**src/rtl/ps2_key_serializer.sv**
```systemverilog
// ---------------------------------------------------------------------------
// ps2_key_serializer
//
// Turns MiSTer hps_io ps2_key event words into a device-side PS/2 serial
// stream. Each event becomes one to three bytes: E0 if extended, F0 if
// released, then the scancode. The bytes go into a small FIFO, so bursts of
// events survive while earlier frames are still being shifted out. Each byte
// is sent as an 11-bit frame: start 0, D0..D7 LSB first, odd parity, stop 1.
// Data changes while the clock is high, and the receiver samples it on the
// falling edge of ps2_clk.
//
// Ports:
//   clk_sys     in   system clock
//   reset_n     in   asynchronous active-low reset
//   ps2_key     in   [10] toggles per event, [9] pressed, [8] extended,
//                    [7:0] scancode
//   enable      in   1 = a new frame may start
//   ps2_clk     out  PS/2 clock, idle high
//   ps2_data    out  PS/2 data, idle high
//   busy        out  frame or gap in progress, FIFO non-empty, or event
//                    bytes still being queued
//   overflow    out  sticky: an event was dropped because the FIFO was full
//   fifo_level  out  number of bytes currently queued
// ---------------------------------------------------------------------------
module ps2_key_serializer #(
   parameter int CLK_HZ     = 28636360,
   parameter int PS2_HZ     = 12000,
   parameter int FIFO_DEPTH = 16,
   parameter int GAP_BITS   = 2
) (
   input  logic                          clk_sys,
   input  logic                          reset_n,
   input  logic [10:0]                   ps2_key,
   input  logic                          enable,
   output logic                          ps2_clk,
   output logic                          ps2_data,
   output logic                          busy,
   output logic                          overflow,
   output logic [$clog2(FIFO_DEPTH):0]   fifo_level
);

   localparam int HALF    = CLK_HZ / (2 * PS2_HZ);
   localparam int AW      = $clog2(FIFO_DEPTH);
   localparam int GAP_CYC = GAP_BITS * 2 * HALF;
   // The lines are high during the GAP state and also during the IDLE and
   // LOAD states that follow it. GAP is two cycles shorter than the nominal
   // gap, so that back-to-back frame starts are exactly
   // (22 + 2*GAP_BITS)*HALF cycles apart.
   localparam int GAP_LEN = (GAP_CYC > 2) ? (GAP_CYC - 2) : 1;
   localparam int TMR_MAX = (HALF > GAP_LEN) ? HALF : GAP_LEN;
   localparam int TW      = $clog2(TMR_MAX + 1);

   localparam logic [TW-1:0] HALF_M1 = TW'(HALF - 1);
   localparam logic [TW-1:0] GAP_M1  = TW'(GAP_LEN - 1);
   localparam logic [AW:0]   DEPTH_W = (AW + 1)'(FIFO_DEPTH);

   // ------------------------------------------------------------------
   // Event sequencer
   // ------------------------------------------------------------------
   logic          r_armed;
   logic          r_last_tog;
   logic          r_seq_active;
   logic [23:0]   r_seq_bytes;    // next byte to push is always in [7:0]
   logic [1:0]    r_seq_left;
   logic          r_overflow;

   logic          w_toggle;
   logic [1:0]    w_needed;
   logic [23:0]   w_bytes;
   logic [AW:0]   w_free;
   logic          w_fits;
   logic          w_push;

   logic [AW:0]   r_level;

   // Toggles are ignored until the reference value has been captured and
   // while a previous event is still being queued.
   assign w_toggle = r_armed && !r_seq_active && (ps2_key[10] != r_last_tog);

   // Bytes are packed in transmit order, starting at the low byte.
   always_comb begin
      w_needed = 2'd1;
      w_bytes  = {16'h0000, ps2_key[7:0]};
      case ({ps2_key[8], ps2_key[9]})
         2'b01: begin   // plain make
            w_needed = 2'd1;
            w_bytes  = {16'h0000, ps2_key[7:0]};
         end
         2'b00: begin   // plain break
            w_needed = 2'd2;
            w_bytes  = {8'h00, ps2_key[7:0], 8'hF0};
         end
         2'b11: begin   // extended make
            w_needed = 2'd2;
            w_bytes  = {8'h00, ps2_key[7:0], 8'hE0};
         end
         default: begin // extended break
            w_needed = 2'd3;
            w_bytes  = {ps2_key[7:0], 8'hF0, 8'hE0};
         end
      endcase
   end

   // Pops can only add room while a sequence is being pushed. Checking the
   // free space once, at acceptance, is therefore enough to never overfill.
   assign w_free = DEPTH_W - r_level;
   assign w_fits = (w_free >= (AW + 1)'(w_needed));
   assign w_push = r_seq_active;

   always_ff @(posedge clk_sys or negedge reset_n) begin
      if (!reset_n) begin
         r_armed      <= 1'b0;
         r_last_tog   <= 1'b0;
         r_seq_active <= 1'b0;
         r_seq_bytes  <= 24'h000000;
         r_seq_left   <= 2'd0;
         r_overflow   <= 1'b0;
      end else begin
         if (!r_armed) begin
            // The first cycle after reset only learns the current toggle
            // state, so a key word that is already present does not send.
            r_armed    <= 1'b1;
            r_last_tog <= ps2_key[10];
         end else if (w_toggle) begin
            r_last_tog <= ps2_key[10];
            if (w_fits) begin
               r_seq_active <= 1'b1;
               r_seq_bytes  <= w_bytes;
               r_seq_left   <= w_needed;
            end else begin
               r_overflow <= 1'b1;
            end
         end else if (r_seq_active) begin
            r_seq_bytes <= {8'h00, r_seq_bytes[23:8]};
            r_seq_left  <= r_seq_left - 2'd1;
            if (r_seq_left == 2'd1) begin
               r_seq_active <= 1'b0;
            end
         end
      end
   end

   // ------------------------------------------------------------------
   // Byte FIFO (power-of-two depth, so the pointers wrap naturally)
   // ------------------------------------------------------------------
   logic [7:0]    r_mem [FIFO_DEPTH];
   logic [AW-1:0] r_wr_ptr;
   logic [AW-1:0] r_rd_ptr;
   logic [7:0]    w_rd_byte;
   logic          w_pop;

   always_ff @(posedge clk_sys) begin
      if (w_push) begin
         r_mem[r_wr_ptr] <= r_seq_bytes[7:0];
      end
   end

   assign w_rd_byte = r_mem[r_rd_ptr];

   always_ff @(posedge clk_sys or negedge reset_n) begin
      if (!reset_n) begin
         r_wr_ptr <= '0;
         r_rd_ptr <= '0;
         r_level  <= '0;
      end else begin
         if (w_push) begin
            r_wr_ptr <= r_wr_ptr + 1'b1;
         end
         if (w_pop) begin
            r_rd_ptr <= r_rd_ptr + 1'b1;
         end
         case ({w_push, w_pop})
            2'b10:   r_level <= r_level + 1'b1;
            2'b01:   r_level <= r_level - 1'b1;
            default: r_level <= r_level;
         endcase
      end
   end

   // ------------------------------------------------------------------
   // Serializer FSM
   // ------------------------------------------------------------------
   typedef enum logic [2:0] {
      S_IDLE,
      S_LOAD,
      S_BIT_HI,
      S_BIT_LO,
      S_GAP
   } state_t;

   state_t        r_state, w_state_next;
   logic [TW-1:0] r_tmr, w_tmr_next;
   logic [3:0]    r_bit, w_bit_next;       // index of the bit on the wire
   logic [10:0]   r_frame, w_frame_next;   // current bit is always [0]
   logic          r_clk_out, w_clk_next;
   logic          r_data_out, w_data_next;

   // The line values are registered together with the state, so both pins
   // are glitch-free and always match the state they belong to.
   always_comb begin
      w_state_next = r_state;
      w_tmr_next   = r_tmr;
      w_bit_next   = r_bit;
      w_frame_next = r_frame;
      w_clk_next   = 1'b1;
      w_data_next  = 1'b1;
      w_pop        = 1'b0;
      case (r_state)
         S_IDLE: begin
            if ((r_level != '0) && enable) begin
               w_state_next = S_LOAD;
            end
         end
         S_LOAD: begin
            w_pop        = 1'b1;
            w_frame_next = {1'b1, ~^w_rd_byte, w_rd_byte, 1'b0};
            w_bit_next   = 4'd0;
            w_tmr_next   = HALF_M1;
            w_data_next  = 1'b0;   // start bit appears with the clock high
            w_state_next = S_BIT_HI;
         end
         S_BIT_HI: begin
            w_data_next = r_frame[0];
            if (r_tmr == '0) begin
               w_state_next = S_BIT_LO;
               w_tmr_next   = HALF_M1;
               w_clk_next   = 1'b0;
            end else begin
               w_tmr_next = r_tmr - 1'b1;
            end
         end
         S_BIT_LO: begin
            if (r_tmr != '0) begin
               w_tmr_next  = r_tmr - 1'b1;
               w_clk_next  = 1'b0;
               w_data_next = r_frame[0];
            end else if (r_bit == 4'd10) begin
               w_state_next = S_GAP;
               w_tmr_next   = GAP_M1;
            end else begin
               w_state_next = S_BIT_HI;
               w_tmr_next   = HALF_M1;
               w_bit_next   = r_bit + 4'd1;
               w_frame_next = {1'b1, r_frame[10:1]};
               w_data_next  = r_frame[1];
            end
         end
         S_GAP: begin
            if (r_tmr == '0) begin
               w_state_next = S_IDLE;
            end else begin
               w_tmr_next = r_tmr - 1'b1;
            end
         end
         default: begin
            w_state_next = S_IDLE;
         end
      endcase
   end

   always_ff @(posedge clk_sys or negedge reset_n) begin
      if (!reset_n) begin
         r_state    <= S_IDLE;
         r_tmr      <= '0;
         r_bit      <= 4'd0;
         r_frame    <= 11'h7FF;
         r_clk_out  <= 1'b1;
         r_data_out <= 1'b1;
      end else begin
         r_state    <= w_state_next;
         r_tmr      <= w_tmr_next;
         r_bit      <= w_bit_next;
         r_frame    <= w_frame_next;
         r_clk_out  <= w_clk_next;
         r_data_out <= w_data_next;
      end
   end

   assign ps2_clk    = r_clk_out;
   assign ps2_data   = r_data_out;
   assign overflow   = r_overflow;
   assign fifo_level = r_level;
   assign busy       = (r_state != S_IDLE) || (r_level != '0) || r_seq_active;

endmodule

```
**config.mk**
```make
export PLATFORM = sky130hd
export DESIGN_NAME = ps2_key_serializer
export DESIGN_NICKNAME = d
export VERILOG_FILES = /design/src/rtl/ps2_key_serializer.sv
export SDC_FILE = /design/constraint.sdc
export NUM_CORES = 1
export LEC_CHECK = 0
export CAP_MARGIN = 10
export CELL_PAD_IN_SITES_DETAIL_PLACEMENT = 0
export CELL_PAD_IN_SITES_GLOBAL_PLACEMENT = 1
export CORE_MARGIN = 2
export CORE_UTILIZATION = 51
export CTS_BUF_LIST = sky130_fd_sc_hd__clkbuf_4
export CTS_CLUSTER_DIAMETER = 100
export DETAILED_ROUTE_END_ITERATION = 12
export PLACE_DENSITY_LB_ADDON = 0.25
export SLEW_MARGIN = 15
export SYNTH_ARGS = -nofsm -noshare
export SYNTH_HDL_FRONTEND = slang
export SYNTH_SLANG_ARGS = --single-unit
export TNS_END_PERCENT = 5
```
**constraint.sdc**
```tcl
create_clock -name clk_sys -period 3.6 [get_ports clk_sys]
set_input_delay 0.36 -clock clk_sys [delete_from_list [all_inputs] [get_ports clk_sys]]
set_output_delay 0.36 -clock clk_sys [all_outputs]
set_load 0.02 [all_outputs]
```
Yosys cells after proc, flatten, opt, wreduce, memory -nomap -nowiden
Memories as Yosys holds them, arrays and structs flattened.
Index checks and enable logic that the tools add are counted.
{"block": "totals", "mem_bits_ro": 0, "latch_bits": 0, "register_bits": 76, "memories": 1, "elab_cells": 110, "ram_bits": 128, "input_bits": 14}
{"memory": "r_mem", "words": 16, "width": 8, "rd": 1, "rd_ports_with_merged_regs": 0, "wr": 1, "line_no": "146", "source": "logic [7:0] r_mem [FIFO_DEPTH];"}
{"block": "op_classes", "n_div": 0, "reduce_logical": 24, "eq_ne": 19, "n_mux": 41, "shift": 0, "add_sub_neg": 8, "order_cmp": 1, "multipliers": 0, "bitwise_logic": 1}
{"operator": "24-bit two-way mux", "n": 3}
{"operator": "24-bit case mux with 3 select lines", "n": 1}
{"operator": "13-bit two-way mux", "n": 4}
{"operator": "13-bit case mux with 4 select lines", "n": 1}
{"operator": "11-bit two-way mux", "n": 2}
{"operator": "11-bit case mux with 2 select lines", "n": 1}
{"operator": "3-bit two-way mux", "n": 5}
{"operator": "3-bit case mux with 5 select lines", "n": 1}
{"operator": "13-bit zero test", "n": 1}
{"operator": "1-bit two-way mux", "n": 13}
{"operator": "13-bit nonzero test", "n": 1}
{"operator": "13-bit by 1-bit subtractor with 13-bit output (second input constant)", "n": 1}
{"operator": "4-bit by 1-bit adder with 4-bit output (second input constant)", "n": 3}
{"operator": "2-bit inequality test (second input constant)", "n": 6}
{"operator": "5-bit case mux with 2 select lines", "n": 1}
{"operator": "3-bit AND reduction", "n": 3}
{"operator": "4-bit two-way mux", "n": 2}
{"operator": "4-bit case mux with 2 select lines", "n": 1}
{"operator": "8-bit XNOR reduction", "n": 1}
{"operator": "2-bit by 1-bit equality test with 1-bit output (second input constant)", "n": 3}
{"operator": "3-bit by 2-bit equality test with 1-bit output (second input constant)", "n": 2}
{"operator": "2-bit two-way mux", "n": 3}
{"operator": "2-bit nonzero test", "n": 3}
{"operator": "5-bit by 1-bit adder with 5-bit output (second input constant)", "n": 1}
{"operator": "other kinds (25)", "n": 31}

Logic depth before layout (Yosys ltp)
{"block": "depth", "depth_word": 6, "mapped_depth": 12, "ltp_nobuf": 11}

Worst setup path after synthesis
No wires, ideal clock.
{"block": "synth_path", "path_type": "register -> register", "start": "register r_rd_ptr[2]", "end": "register r_frame[9]", "required_time_ps": 3525, "stages_incl_launch_ff": 8, "path_buffers": 2, "slack_ps": 1225, "arrival_time_ps": 2300, "cell_sequence": "dfrtp_1 > clkbuf_1 > clkbuf_1 > mux4_2 > a222oi_1 > xnor3_1 > xnor2_1 > a2bb2oi_1"}
{"block": "synth_via", "elab_chain_len": 3}
{"item": "from (decl)", "line_no": "148", "source": "logic [AW-1:0] r_rd_ptr;"}
{"item": "from (signal assigned)", "line_no": "170", "source": "r_rd_ptr <= r_rd_ptr + 1'b1;"}
{"item": "memory 16 x 8 bit"}
{"item": "8-bit XNOR reduction", "line_no": "216", "source": "w_frame_next = {1'b1, ~^w_rd_byte, w_rd_byte, 1'b0};"}
{"item": "11-bit case mux with 2 select lines", "line_no": "208", "source": "case (r_state)"}
{"item": "to (signal assigned)", "line_no": "273", "source": "r_frame <= w_frame_next;"}
{"item": "to (decl)", "line_no": "194", "source": "logic [10:0] r_frame, w_frame_next;"}
Every way passes these cells.
A chain may end at the register's enable or synchronous reset.

Final worst setup path
{"block": "layout_path", "start": "register r_level[0] (netlist: fifo_level[0])", "end": "output busy"}
{"block": "layout_via", "elab_chain_len": 3}
{"item": "from (decl)", "line_no": "74", "source": "logic [AW:0] r_level;"}
{"item": "from (signal assigned)", "line_no": "173", "source": "2'b10: r_level <= r_level + 1'b1;"}
{"item": "from (signal assigned)", "line_no": "174", "source": "2'b01: r_level <= r_level - 1'b1;"}
{"item": "from (signal assigned)", "line_no": "175", "source": "default: r_level <= r_level;"}
{"item": "5-bit nonzero test", "line_no": "283", "source": "assign busy = (r_state != S_IDLE) || (r_level != '0) || r_seq_active;"}
{"item": "1-bit logical OR (2 in series)", "line_no": "283"}
{"item": "to (decl)", "line_no": "37", "source": "output logic busy,"}
Every way passes these cells.

==> out/metrics.yaml <==
drt-pass1-iter-count: 4
drc: 0
p_leak_nw: 3.96
final_nets: 761
path_cells: "inv_1 -> ha_1 -> nor3b_1 -> ha_1 -> nand3_1 -> clkdlybuf4s50_1"
fp.dieW_microns: 137
worst_pin_slew_ns: 0.985
synth_ff_type: "edfxtp_1"
finalCriticalPeriod_ns: 3.00
antenna_found_initial: 1
antenna_left: 0
r2r-start: "r_rd_ptr[0]$_DFFE_PN0N_"
htreeDepth: 2
power.internal_mw: 4.51
pwr_density_cell_nw_per_um2: 637
syn_inst: 663
min_delay_path_depth: 3
layout_worst_path_cycle_share: 0.834
syn_avg_cell_area_sq_um: 13.6
hpwl_microns: 11900
drtIter0Drc: 368
yosysUniqueCellTypes: 55
io_buffers: 22
worst-setup-path-type: "reg2out"
hold_viol: 0
syn_area_sq_um: 8990
cts-buffers-inserted: 53
cts_tree: "done"
cp_max_fo: 6
power_frac_seq: 0.540
cp-start-kind: "flop"
fmaxAchievable_ghz: 0.333
critPathCaptureType: "primary output"
setup-tns-final_ns: 0
final_area_sq_um: 10200
gp_routability_congestion: 0.768
placementRows: 48
reg2reg_slack_ns: 0.68
pin_count: 23
synth_edf_count: 128
cpMaxStageDelayCell: "clkdlybuf4s50_1"
route.vias.total: 5590
crit_top_cell: "ha_1"
swShare: 0.302
overflow: 0
finalMaxSlewViolations: 0
setup-violations-final: 0
clock_path_buffers: 3
postCtsHoldBufs: 1
grt_usage: 0.205
ys_ff_latch: 203
cts_root_buf: "clkbuf_4"
worstPathArrival_ns: 2.64
fin_skew_ns: 0.0552
vias_per_cell: 5.62
cap_violations: 0
yosysSeqAreaShare: 0.638
drt-wirelength-per-cell_microns: 18.4
slowest_delay_ns: 0.56
placed_area_sq_um: 9450
routed_wl_microns: 18300
hold_start: "ps2_key[2]"
combPwrFrac: 0.158
cts_resized: 0
outcome: "completed"
r2r_cells: 6
cts.sinks: 203
yosys_warnings: 0
netSwitchingPower_mw: 1.96
async_reset_ff_frac: 0.369
synth_fp_nets: 700
clk_pin_slew_worst_paths_ns: 0.07
grt_start_max_net_pins: 76
die-height_microns: 137
worst-path-buf-inv: 2
critPathTopFamily: "buffers and inverters"
r2r-end: "r_frame[9]$_DFFE_PN1P_"
holdPathEnd: "r_seq_bytes[18]$_DFFE_PN0P_"
grt_pass1_wl_microns: 29300
dieArea_sq_um: 18700
min_path_type: "in2reg"
clk_latency_ns: 0.66
grt_pass1_vias: 5603
vdd_ir_drop_max_v: 0.000342
slew_headroom: 0.343
rsz0062_at_grt: "no"
drive_gt1_frac: 0.194
post_cts_buffers: 0
core_sq_um: 17300
syn2layout_area_growth_pct: 12.9
initial_core_util: 0.520
cp_data_required_time_ns: 3.24
clockPowerShare: 0.302
-- synth_stat cells, types with 11 or more instances --
library cell	instances	area [sq um]
edfxtp_1	128	3840
nand2_1	73	274
dfrtp_1	63	1580
nor2_1	52	195
mux4_2	30	676
o21ai_0	28	140
a21oi_1	26	130
clkbuf_1	25	93.8
ha_1	22	275
nand3_1	22	110
inv_1	21	78.8
o21ai_1	20	100
xnor2_1	13	114
dfstp_2	12	315
nor3_1	11	55.1
-- state kept, by name, indices dropped and copies added, names as in the netlist, 4 cells and up --
name / count
r_mem: 128
r_seq_bytes: 24
r_tmr: 13
r_frame: 10
fifo_level: 5
r_bit: 4
r_rd_ptr: 4
r_wr_ptr: 4
-- worst min-delay path, cell delays in order --
cell and delay (ns):
clkdlybuf4s50_1 0.44, nand3_1 0.08, nand2_1 0.05
-- logic make-up after synthesis --
family	Yosys count	synth area share
buffers and inverters	53	0.0263
and+or+nand+nor	194	0.0971
DFF	203	0.638
muxes	45	0.0993
adders and majority gates	23	0.0328
xor gates and xnor gates	25	0.0267
AOI/OAI and AO/OA	119	0.0797
other	1	0.000417
-- layer usage --
| metal | track usage | wire, microns |
|---|---|---|
| met2 | 0.323 | 8840 |
| met4 | 0.0716 | 289 |
| met3 | 0.0415 | 883 |
| met5 | 0 | 0 |
| met1 | 0.288 | 8300 |
-- final cells by class --
| cell class | count | area, sq um |
|---|---|---|
| Antenna cell | 1 | 2.50 |
| Clock buffer | 79 | 593 |
| Clock inverter | 20 | 91.3 |
| Fill cell | 1417 | 7150 |
| Inverter | 21 | 78.8 |
| Multi-Input combinational cell | 407 | 3030 |
| Sequential cell | 203 | 5740 |
| Tap cell | 225 | 282 |
| Timing Repair Buffer | 38 | 340 |
-- power by group through the flow --
stage	Combinational [mW]	Clock (mW)	Sequential, mW
floorplan	0.714	0	3.36
global placement	0.988	0	3.51
detailed placement	1.03	0	3.55
CTS	1.03	2.02	3.50
global route	1.14	2.14	3.55
finish	1.02	1.95	3.50
-- placed cells by master (no fill, tap or decap), types with 5 or more instances in the layout --
master	synthesis	layout
buf_4	1	16
mux4_2	30	30
a31oi_1	5	5
o21ai_0	28	28
nor2_1	52	52
clkinv_1	0	15
a21oi_1	26	26
or3_1	5	5
nand2_1	73	73
xor2_1	10	10
mux2i_1	9	9
a221oi_1	8	8
o21ai_1	20	19
edfxtp_1	128	128
dfstp_2	12	12
clkbuf_4	0	79
a22oi_1	10	10
xnor2_1	13	13
nand3_1	22	22
nand2b_1	5	5
nor2b_1	5	5
a21o_1	6	6
inv_1	21	21
clkdlybuf4s50_1	0	21
ha_1	22	22
dfrtp_1	63	62
nor3_1	11	11
-- metrics by stage --
stage | util | hold slack, ns | power (mW) | instances | setup slack, ns
final | 0.587 | 0.304 | 6.47 | 994 | 0.599
after global routing | 0.587 | 0.298 | 6.84 | 994 | 0.435
after CTS | 0.587 | 0.245 | 6.55 | 993 | 0.531
after detailed placement | 0.547 | 0.456 | 4.58 | 893 | 0.508
after global placement | 0.547 | 0.450 | 4.49 | 893 | 0.676
after floorplan | - | 0.0644 | 4.07 | 663 | 1.23
-- how the worst max path moves through the flow --
stage / from / end / slack [ns] / cells past startpoint
3_3_place_gp: ps2_key[8] / r_seq_bytes[0]$_DFFE_PN0P_ / 0.68 / 11
6_report: fifo_level[0]$_DFFE_PN0P_ / busy / 0.60 / 6
5_1_grt: fifo_level[0]$_DFFE_PN0P_ / busy / 0.43 / 6
3_5_place_dp: ps2_key[9] / r_seq_bytes[3]$_DFFE_PN0P_ / 0.51 / 11
4_1_cts: fifo_level[0]$_DFFE_PN0P_ / busy / 0.53 / 6
2_1_floorplan: r_rd_ptr[2]$_DFFE_PN0N_ / r_frame[9]$_DFFE_PN1P_ / 1.23 / 7
No activity file was read; power rests on OpenSTA's default activity.
